## src/rtl/mat_bram_loader_if.sv

```systemverilog
// Host-stream and BRAM write-port bundle for mat_bram_loader.
// The master side is the host/DMA; the slave side is the loader.
interface mat_bram_loader_if #(
  parameter int unsigned DATA_WIDTH = 64,
  parameter int unsigned ADDR_WIDTH = 10
);
  logic                  start;
  logic                  s_valid;
  logic                  s_ready;
  logic [DATA_WIDTH-1:0] s_data;
  logic                  s_last;
  logic                  in_mat_ena;
  logic                  in_mat_wea;
  logic [ADDR_WIDTH-1:0] in_mat_wr_addra;
  logic [DATA_WIDTH-1:0] in_mat_dina;
  logic                  in_mat_enb;
  logic                  in_mat_web;
  logic [ADDR_WIDTH-1:0] in_mat_wr_addrb;
  logic [DATA_WIDTH-1:0] in_mat_dinb;
  logic                  busy;
  logic                  load_done;
  logic                  err_len;

  modport master (
    output start, s_valid, s_data, s_last,
    input  s_ready,
    input  in_mat_ena, in_mat_wea, in_mat_wr_addra, in_mat_dina,
    input  in_mat_enb, in_mat_web, in_mat_wr_addrb, in_mat_dinb,
    input  busy, load_done, err_len
  );

  modport slave (
    input  start, s_valid, s_data, s_last,
    output s_ready,
    output in_mat_ena, in_mat_wea, in_mat_wr_addra, in_mat_dina,
    output in_mat_enb, in_mat_web, in_mat_wr_addrb, in_mat_dinb,
    output busy, load_done, err_len
  );
endinterface

```

## src/rtl/mat_bram_loader.sv

```systemverilog
// Streams TOTAL_WORDS words into the attention input BRAM as paired A/B writes.
// Optional stream-length check on s_last: define LOADER_LAST_CHECK_EN.
module mat_bram_loader #(
  parameter int unsigned DATA_WIDTH  = 64,
  parameter int unsigned ADDR_WIDTH  = 10,
  parameter int unsigned TOTAL_WORDS = 512
) (
  input logic               clk,
  input logic               rst,
  mat_bram_loader_if.slave  bus
);

  localparam logic [ADDR_WIDTH-1:0] LAST_IDX  = ADDR_WIDTH'(TOTAL_WORDS - 1);
  localparam logic [ADDR_WIDTH-1:0] EVEN_MASK = ADDR_WIDTH'(~32'd1);

  typedef enum logic [1:0] {S_IDLE, S_LOAD, S_FLUSH, S_DONE} state_e;

  state_e                state_q, state_d;
  logic [ADDR_WIDTH-1:0] cnt_q, cnt_d;
  logic [DATA_WIDTH-1:0] hold_q, hold_d;
  logic                  ena_q, ena_d;
  logic                  enb_q, enb_d;
  logic [ADDR_WIDTH-1:0] addra_q, addra_d;
  logic [ADDR_WIDTH-1:0] addrb_q, addrb_d;
  logic [DATA_WIDTH-1:0] dina_q, dina_d;
  logic [DATA_WIDTH-1:0] dinb_q, dinb_d;
  logic                  busy_q, busy_d;
  logic                  load_done_q, load_done_d;
`ifdef LOADER_LAST_CHECK_EN
  logic                  err_len_q, err_len_d;
`endif

  logic accept_c;
  logic final_c;

  assign accept_c = bus.s_valid && (state_q == S_LOAD);
  assign final_c  = (cnt_q == LAST_IDX);

  // Next-state, pairing and write-port logic
  always_comb begin
    state_d     = state_q;
    cnt_d       = cnt_q;
    hold_d      = hold_q;
    ena_d       = 1'b0;
    enb_d       = 1'b0;
    addra_d     = addra_q;
    addrb_d     = addrb_q;
    dina_d      = dina_q;
    dinb_d      = dinb_q;
    load_done_d = 1'b0;
`ifdef LOADER_LAST_CHECK_EN
    err_len_d   = err_len_q;
`endif

    case (state_q)
      S_IDLE: begin
        if (bus.start) begin
          state_d = S_LOAD;
          cnt_d   = '0;
`ifdef LOADER_LAST_CHECK_EN
          err_len_d = 1'b0;
`endif
        end
      end

      S_LOAD: begin
        if (accept_c) begin
          cnt_d = cnt_q + 1'b1;
          if (!cnt_q[0]) begin
            // Even word waits for its odd partner unless it closes an odd-length load
            if (final_c) begin
              ena_d   = 1'b1;
              addra_d = cnt_q;
              dina_d  = bus.s_data;
            end else begin
              hold_d  = bus.s_data;
            end
          end else begin
            ena_d   = 1'b1;
            enb_d   = 1'b1;
            addra_d = cnt_q & EVEN_MASK;
            dina_d  = hold_q;
            addrb_d = cnt_q;
            dinb_d  = bus.s_data;
          end
`ifdef LOADER_LAST_CHECK_EN
          if (bus.s_last != final_c) begin
            err_len_d = 1'b1;
          end
`endif
          if (final_c) begin
            state_d = S_FLUSH;
          end
        end
      end

      S_FLUSH: begin
        state_d     = S_DONE;
        load_done_d = 1'b1;
      end

      S_DONE: begin
        state_d = S_IDLE;
      end

      default: begin
        state_d = S_IDLE;
      end
    endcase

    busy_d = (state_d != S_IDLE);
  end

  always_ff @(posedge clk or posedge rst) begin
    if (rst) begin
      state_q     <= S_IDLE;
      cnt_q       <= '0;
      hold_q      <= '0;
      ena_q       <= 1'b0;
      enb_q       <= 1'b0;
      addra_q     <= '0;
      addrb_q     <= '0;
      dina_q      <= '0;
      dinb_q      <= '0;
      busy_q      <= 1'b0;
      load_done_q <= 1'b0;
`ifdef LOADER_LAST_CHECK_EN
      err_len_q   <= 1'b0;
`endif
    end else begin
      state_q     <= state_d;
      cnt_q       <= cnt_d;
      hold_q      <= hold_d;
      ena_q       <= ena_d;
      enb_q       <= enb_d;
      addra_q     <= addra_d;
      addrb_q     <= addrb_d;
      dina_q      <= dina_d;
      dinb_q      <= dinb_d;
      busy_q      <= busy_d;
      load_done_q <= load_done_d;
`ifdef LOADER_LAST_CHECK_EN
      err_len_q   <= err_len_d;
`endif
    end
  end

  // s_ready is a pure decode of the state so it tracks LOAD with no extra cycle
  assign bus.s_ready         = (state_q == S_LOAD);
  assign bus.busy            = busy_q;
  assign bus.load_done       = load_done_q;
  assign bus.in_mat_ena      = ena_q;
  assign bus.in_mat_wea      = ena_q;
  assign bus.in_mat_enb      = enb_q;
  assign bus.in_mat_web      = enb_q;
  assign bus.in_mat_wr_addra = addra_q;
  assign bus.in_mat_wr_addrb = addrb_q;
  assign bus.in_mat_dina     = dina_q;
  assign bus.in_mat_dinb     = dinb_q;

`ifdef LOADER_LAST_CHECK_EN
  assign bus.err_len = err_len_q;
`else
  logic unused_s_last;
  assign unused_s_last = bus.s_last;
  assign bus.err_len   = 1'b0;
`endif

endmodule

```

## src/flat_wrapper.sv

```systemverilog
// flat-port wrapper written by rule: the top's interface ports become plain ports
module mat_bram_loader_flat 
#(
  parameter int unsigned DATA_WIDTH  = 64,
  parameter int unsigned ADDR_WIDTH  = 10,
  parameter int unsigned TOTAL_WORDS = 512
)
  (clk, rst, bus_start, bus_s_valid, bus_s_data, bus_s_last, bus_s_ready, bus_in_mat_ena, bus_in_mat_wea, bus_in_mat_wr_addra, bus_in_mat_dina, bus_in_mat_enb, bus_in_mat_web, bus_in_mat_wr_addrb, bus_in_mat_dinb, bus_busy, bus_load_done, bus_err_len);
  mat_bram_loader_if #(.DATA_WIDTH(DATA_WIDTH), .ADDR_WIDTH(ADDR_WIDTH)) bus_i ();
  input logic clk;
  input logic rst;
  input wire logic [$bits(bus_i.start)-1:0] bus_start;
  input wire logic [$bits(bus_i.s_valid)-1:0] bus_s_valid;
  input wire logic [$bits(bus_i.s_data)-1:0] bus_s_data;
  input wire logic [$bits(bus_i.s_last)-1:0] bus_s_last;
  output wire logic [$bits(bus_i.s_ready)-1:0] bus_s_ready;
  output wire logic [$bits(bus_i.in_mat_ena)-1:0] bus_in_mat_ena;
  output wire logic [$bits(bus_i.in_mat_wea)-1:0] bus_in_mat_wea;
  output wire logic [$bits(bus_i.in_mat_wr_addra)-1:0] bus_in_mat_wr_addra;
  output wire logic [$bits(bus_i.in_mat_dina)-1:0] bus_in_mat_dina;
  output wire logic [$bits(bus_i.in_mat_enb)-1:0] bus_in_mat_enb;
  output wire logic [$bits(bus_i.in_mat_web)-1:0] bus_in_mat_web;
  output wire logic [$bits(bus_i.in_mat_wr_addrb)-1:0] bus_in_mat_wr_addrb;
  output wire logic [$bits(bus_i.in_mat_dinb)-1:0] bus_in_mat_dinb;
  output wire logic [$bits(bus_i.busy)-1:0] bus_busy;
  output wire logic [$bits(bus_i.load_done)-1:0] bus_load_done;
  output wire logic [$bits(bus_i.err_len)-1:0] bus_err_len;
  assign bus_i.start = bus_start;
  assign bus_i.s_valid = bus_s_valid;
  assign bus_i.s_data = bus_s_data;
  assign bus_i.s_last = bus_s_last;
  assign bus_s_ready = bus_i.s_ready;
  assign bus_in_mat_ena = bus_i.in_mat_ena;
  assign bus_in_mat_wea = bus_i.in_mat_wea;
  assign bus_in_mat_wr_addra = bus_i.in_mat_wr_addra;
  assign bus_in_mat_dina = bus_i.in_mat_dina;
  assign bus_in_mat_enb = bus_i.in_mat_enb;
  assign bus_in_mat_web = bus_i.in_mat_web;
  assign bus_in_mat_wr_addrb = bus_i.in_mat_wr_addrb;
  assign bus_in_mat_dinb = bus_i.in_mat_dinb;
  assign bus_busy = bus_i.busy;
  assign bus_load_done = bus_i.load_done;
  assign bus_err_len = bus_i.err_len;
  mat_bram_loader #(.DATA_WIDTH(DATA_WIDTH), .ADDR_WIDTH(ADDR_WIDTH), .TOTAL_WORDS(TOTAL_WORDS)) u_core (.clk(clk), .rst(rst), .bus(bus_i));
endmodule
```

## config.mk

```make
export PLATFORM = sky130hd
export DESIGN_NAME = mat_bram_loader_flat
export DESIGN_NICKNAME = d
export VERILOG_FILES = /design/src/rtl/mat_bram_loader_if.sv /design/src/rtl/mat_bram_loader.sv /design/src/flat_wrapper.sv
export SDC_FILE = /design/constraint.sdc
export NUM_CORES = 1
export LEC_CHECK = 0
export CORE_MARGIN = 2
export CORE_UTILIZATION = 35
export DETAILED_ROUTE_END_ITERATION = 8
export HOLD_SLACK_MARGIN = 0.08
export SYNTH_ARGS = -nofsm -noshare
export SYNTH_HDL_FRONTEND = slang
export SYNTH_SLANG_ARGS = --single-unit
export TNS_END_PERCENT = 30
```

## constraint.sdc

```tcl
create_clock -name clk -period 7.55 [get_ports clk]
set_input_delay 1.51 -clock clk [delete_from_list [all_inputs] [get_ports clk]]
set_output_delay 1.51 -clock clk [all_outputs]
set_load 0.005 [all_outputs]
```

==> impl_metrics.csv, run 1 <==
group,metric,value,unit
cts,cts.root.buffer_cell,"clkbuf_16",
setup_path,worst-path-max-fanout,59,
final_layout,num_antenna_cells,0,
route,drt-pass1-iter-count,4,
final_layout,stdcell_area,0.0130,sq mm
sta,period_share,45.2,%
route,antenna_viol_nets_final,0,
sta,min_period,3.41,ns
cts,insertion_delay,0.53,ns
hold_path,holdCritPathClass,"flop to flop",
placed_design,placed_cell_area,0.0122,sq mm
sta,grt_setup_unrepaired,"no",
cts,post_cts_resized,0,
global_route,grt_max_degree,146,
synthesis,netlist_area,0.00976,sq mm
final_layout,syn2layout_area_growth,33.5,%
placed_design,gp_congestion,0.715,
cts,clock_tree.buffer_depth,3,
synthesis,syn-instance-count,602,
route,vias_per_cell,4.61,
setup_path,setup_crit_start_kind,"input port",
global_route,first_global_vias,5757,
floorplanning,floorplan.initialDensity,35.3,%
cts,cts.hold.buffers_added,0,
synthesis,synthDominantAreaCellType,"dfrtp_1",
synthesis,netlist_top_cells_area,"dfrtp_1 (58%), mux2_2 (23%), mux2_4 (11%), buf_12 (1.2%), buf_6 (0.81%)",
route,totalWireLength,20800,microns
job,maxCapViolations,0,
power,total_power,4.32,mW
synthesis,synth-warning-count,0,
global_route,grt_antenna_before_repair,0,
final_layout,multi_input_gate_area,0.00376,sq mm
power,p_per_area,332,mW/mm^2
setup_path,worst-endpoint-arrival,3.81,ns
route,remaining_drc_errors,0,
floorplanning,boundaryPins,225,
power,leakagePower,5.48,nW
sta,final_setup_tns,0,ns
cts,cts.clk_slew.worst_paths,0.06,ns
power,ir_worst_vdd,0.174,mV
placed_design,number_of_buffer_cells_added_on_primary_ports,221,
synthesis,synth.distinct_cells,38,
setup_path,worstSetupEndpointType,"flop",
cts,tritoncts,"built",
cts,cts_setup_buffers,0,
sta,fin_skew,0.0151,ns
synthesis,synth-edff-count,0,
setup_path,required,7.95,ns
sta,fmaxAchievable,293,MHz
cts,clkSinkCount,227,
final_layout,finish.net_count,889,
sta,setup-violations-final,0,
final_layout,drive_gt1_share,38.9,%
synthesis,synth-seq-cells,227,
global_route,gr-total-overflow,0,
sta,final_count_of_pins_violating_max_slew,0,
cts,cts_made_buffers,25,
floorplanning,die-width,171,microns
route,dr.first_iter.drc_count,226,
sta,report.final.hold_viol_count,0,
floorplanning,area_of_the_core,0.0276,sq mm
cts,htree_num_levels,1,
floorplanning,chipHeight,171,microns
synthesis,synthesized_area_per_cell,16.2,sq um
setup_path,worst-setup-path-type,"input port to flop",
floorplanning,dieArea,0.0292,sq mm
sta,worst_hold_slack,0.467,ns
route,wire_per_inst,17.1,microns
synthesis,part_of_the_yosys_area_used_for_sequential_elements,58.2,%
route,detailroute.via_count,5597,
placed_design,hpwlAfterDp,12700,microns
status,outcome,"completed",
synthesis,synth.top_cell.area_share,58.2,%
synthesis,dominantRegCellSynth,"dfrtp_1",
floorplanning,num_rows,61,
sta,relSlewSlack,28.5,%
final_layout,seq_area,0.00568,sq mm
global_route,globalRouteTotalUtil,14.1,%
final_layout,fill_cells,2516,
sta,worstMarginPinSlew,1.07,ns
global_route,grt_first_pass_wirelength,32900,microns
synthesis,ys_async_sr_fraction,100,%
[final cells by class]
| type | instances | area share, % |
|---|---|---|
| Sequential cell | 227 | 43.6 |
| Multi-Input combinational cell | 334 | 28.8 |
| Timing Repair Buffer | 227 | 17.4 |
| Clock buffer | 38 | 5.71 |
| Tap cell | 378 | 3.63 |
| Clock inverter | 6 | 0.643 |
| Inverter | 4 | 0.144 |
[stage by stage]
step                      util (%)  instances  setup slack, ns
after floorplan                  -        603             3.07
after global placement        44.2       1170             3.58
after detailed placement      44.2       1170             3.55
after CTS                     47.2       1214             4.11
after global routing          47.2       1214             3.98
final                         47.2       1214             4.14
[registers in the layout, summed over array words and instances, names as in the netlist, 2 cells and up]
name / flops
u_core.bus.in_mat_dina: 64
u_core.bus.in_mat_wr_addra: 9
u_core.bus.in_mat_dinb: 64
u_core.state_q: 2
u_core.cnt_q: 10
u_core.bus.in_mat_wr_addrb: 10
u_core.hold_q: 64
[synthesized netlist by cell type, types with 2 or more instances]
cell type	count
buf_4	4
inv_1	4
o21ai_0	5
buf_2	13
nor2b_1	2
nand2_1	5
nor3_1	2
mux2_4	72
mux2_2	200
nand4_1	2
nor4_1	3
or2_2	3
buf_12	6
nand3_1	2
nand3b_1	2
dfrtp_1	227
nor4b_1	2
a21oi_1	2
buf_6	7
a22o_1	2
xnor2_1	5
and4b_1	2
clkbuf_1	8
nor2_1	8
[where the power goes]
| part | leakage, nW | switching [mW] | internal [mW] | total [mW] |
|---|---|---|---|---|
| logic | 2.38 | 0.395 | 0.919 | 1.31 |
| registers | 2.69 | 0.204 | 1.57 | 1.78 |
| clock network | 0.410 | 0.484 | 0.744 | 1.23 |
| total | 5.48 | 1.08 | 3.24 | 4.32 |
[kinds of logic after synthesis]
group / after synthesis / synth area share (%)
and+or+nand+nor: 40 / 2.42
muxes: 273 / 34.2
AOI/OAI and AO/OA: 12 / 0.987
xor gates and xnor gates: 6 / 0.538
DFF: 227 / 58.2
buffers and inverters: 42 / 3.47
adders and majority gates: 1 / 0.128
other: 1 / 0.0384
[worst max-delay path, stage by stage]
cell             delay (ns)
clkdlybuf4s50_1        0.62
and4b_4                0.50
buf_4                  0.72
mux2_2                 0.41
[routing by layer]
layer | GRT usage, % | share of wire, %
met1 | 18.9 | 45
met2 | 22.7 | 46
met3 | 4.23 | 7.3
met4 | 3.21 | 1.5
met5 | 0 | 0
[cell usage in the layout (no fill, tap or decap), drive strengths merged, types with 2 or more instances in the layout]
cell type and instances:
mux2 272, dfrtp 227, clkdlybuf4s50 221, clkbuf 38, nor2 9, nand2 6
buf 6, o21ai 5, xnor2 5, inv 4, or2 3, nor4 3
clkinv 3, nand3b 2, nor3 2, a22o 2, nand3 2, a21oi 2
nand4 2, nor4b 2, nor2b 2, conb 2, bufinv 2, and4b 2
[final timing paths]
check	startpoint	end	slack, ns	cells past startpoint
min	u_core.bus.in_mat_wr_addrb[0]	u_core.bus.in_mat_wr_addrb[0]	0.47	1
min reg2reg	u_core.bus.in_mat_wr_addrb[0]	u_core.bus.in_mat_wr_addrb[0]	0.47	1
max in group asynchronous	rst	u_core.bus.in_mat_dinb[26]	5.05	3
max	bus_s_valid	u_core.bus.in_mat_dinb[18]	4.14	4
max reg2reg	u_core.cnt_q[0]	u_core.hold_q[1]	4.81	4
min in group asynchronous	rst	u_core.bus.in_mat_dina[6]	1.28	2
No activity file was read; power rests on OpenSTA's default activity.
==> run 2, diff against run 1 <==
==> constraint.sdc (replaced) <==
create_clock -name clk -period 3.2 [get_ports clk]
set_input_delay 0.64 -clock clk [delete_from_list [all_inputs] [get_ports clk]]
set_output_delay 0.64 -clock clk [all_outputs]
set_load 0.005 [all_outputs]
==> run 2 against run 1 <==
Compared with the run above: sequential share of layout area decreased by 0.41 points; combinational power up 140%; register-to-register slack got worse by 3.9 ns; critical path type is now flop to output port.
==> impl_metrics.csv, run 2 (synthesis gave the netlist of run 1 again) <==
group,metric,value,unit
status,outcome,"completed",
sta,relSlewSlack,59.9,%
power,leakagePower,5.53,nW
global_route,grt_antenna_before_repair,0,
final_layout,stdcell_area,0.0132,sq mm
sta,finalWorstSetupSlack,0.739,ns
setup_path,worst-path-max-fanout,12,
placed_design,placed_cell_area,0.0124,sq mm
placed_design,number_of_buffer_cells_added_on_primary_ports,221,
sta,final_setup_tns,0,ns
global_route,grt.met3_usage,4.28,%
route,remaining_drc_errors,0,
setup_path,worst-setup-path-type,"flop to output port",
power,internal_power,7.59,mW
global_route,gr-usage-met2,22.3,%
placed_design,pre_cts_ws,0.545,ns
power,total_power,10.1,mW
cts,cts_made_buffers,26,
sta,setup-violations-final,0,
cts,cts_setup_buffers,0,
cts,clock_tree.buffer_depth,3,
cts,insertion_delay,0.52,ns
setup_path,required,2.56,ns
floorplanning,boundaryPins,225,
sta,worst_hold_slack,0.473,ns
power,sw_frac_of_total,25.1,%
placed_design,hpwlAfterDp,13500,microns
floorplanning,die-width,171,microns
setup_path,worst-endpoint-arrival,1.82,ns
placed_design,placed_cells,1178,
final_layout,postLayoutCoreUtil,47.6,%
global_route,globalRouteTotalUtil,14.1,%
global_route,gr-total-overflow,0,
final_layout,final_common_cell,"dfrtp_1",
cts,cts.clk_slew.worst_paths,0.06,ns
global_route,groute.layer.met1.usage,19.2,%
power,comb_power_share,30.9,%
power,ir_worst_vdd,0.431,mV
job,maxCapViolations,0,
floorplanning,floorplan.initialDensity,35.3,%
final_layout,finish.net_count,898,
route,drt-pass1-iter-count,4,
sta,period_share,76.9,%
floorplanning,num_rows,61,
sta,fin_skew,0.0172,ns
final_layout,commonest_non_fill_non_tap_cells_in_the_layout,"dfrtp_1 (226), clkdlybuf4s50_1 (221), mux2_2 (200)",
power,share_seq_of_total_power,41.5,%
route,vias_per_cell,4.60,
cts,post_cts_resized,0,
cts,htree_num_levels,1,
final_layout,num_antenna_cells,0,
route,dr.first_iter.drc_count,183,
global_route,busiest_layer,"met2",
setup_path,worstSetupEndpointType,"output port",
power,total_switching_power,2.55,mW
floorplanning,area_of_the_core,0.0276,sq mm
setup_path,cpMaxStageDelayCell,"dfrtp_1",
cts,cts.root.buffer_cell,"clkbuf_16",
route,detailroute.via_count,5614,
sta,grt_setup_unrepaired,"no",
route,wire_per_inst,17.1,microns
route,antenna_viol_nets_final,0,
sta,report.final.hold_viol_count,0,
sta,min_period,2.46,ns
hold_path,holdCritPathClass,"flop to flop",
global_route,grt_max_degree,82,
final_layout,finalNonFillerCells,1220,
cts,clkSinkCount,227,
sta,final_count_of_pins_violating_max_slew,0,
sta,fmaxAchievable,406,MHz
final_layout,syn2layout_area_growth,34.7,%
floorplanning,chipHeight,171,microns
setup_path,critPathMaxStageDelay,0.56,ns
global_route,first_global_vias,5866,
final_layout,drive_gt1_share,39.3,%
global_route,grt_first_pass_wirelength,32900,microns
power,p_per_area,771,mW/mm^2
route,totalWireLength,20800,microns
setup_path,setup_crit_start_kind,"flop",
power,clock_power_share,27.6,%
cts,tritoncts,"built",
sta,worstMarginPinSlew,0.601,ns
setup_path,critical_path.cell_chain,"nor2b_1 > clkdlybuf4s50_1",
floorplanning,dieArea,0.0292,sq mm
placed_design,gp_congestion,0.732,
cts,cts.hold.buffers_added,0,
[run 2: final timing paths]
kind                                          startpoint                       endpoint  slack [ns]  cells after the start
setup / recovery                       u_core.state_q[0]                    bus_s_ready        0.74                      2
hold / removal             u_core.bus.in_mat_wr_addrb[0]  u_core.bus.in_mat_wr_addrb[0]        0.47                      1
setup reg to reg                         u_core.cnt_q[0]              u_core.hold_q[32]        0.93                      6
hold reg to reg            u_core.bus.in_mat_wr_addrb[0]  u_core.bus.in_mat_wr_addrb[0]        0.47                      1
max in group asynchronous                            rst              u_core.hold_q[27]        1.97                      3
min in group asynchronous                            rst      u_core.bus.in_mat_dina[6]        0.48                      2
[run 2: area by class of cell]
class,count,area (sq um)
flip-flops and latches,227,5680
well taps,378,473
fillers,2476,14500
inverters,4,18.8
clock buffers,40,795
clock inverters,2,10.0
repair buffers,235,2420
multi-input cells,334,3760
[run 2: power by group through the flow]
stage	combinational [mW]	sequential, mW	clock [mW]
floorplan	1.50	4.22	0
global placement	3.16	4.23	0
detailed placement	3.18	4.24	0
CTS	3.20	4.21	2.91
global route	3.37	4.32	3.02
finish	3.13	4.20	2.80
[run 2: per-layer routing]
metal	vias to the layer above	part of all wire (%)
met1	2845	46
met3	22	7.5
met2	153	46
met4	0	1.4
met5	-	0
li1	2594	-
[run 2: critical path: cells and delay by family, from the launching register on]
family	cells	cell delay, ns
flops	1	0.56
buf+inv	1	0.54
simple gates	1	0.20
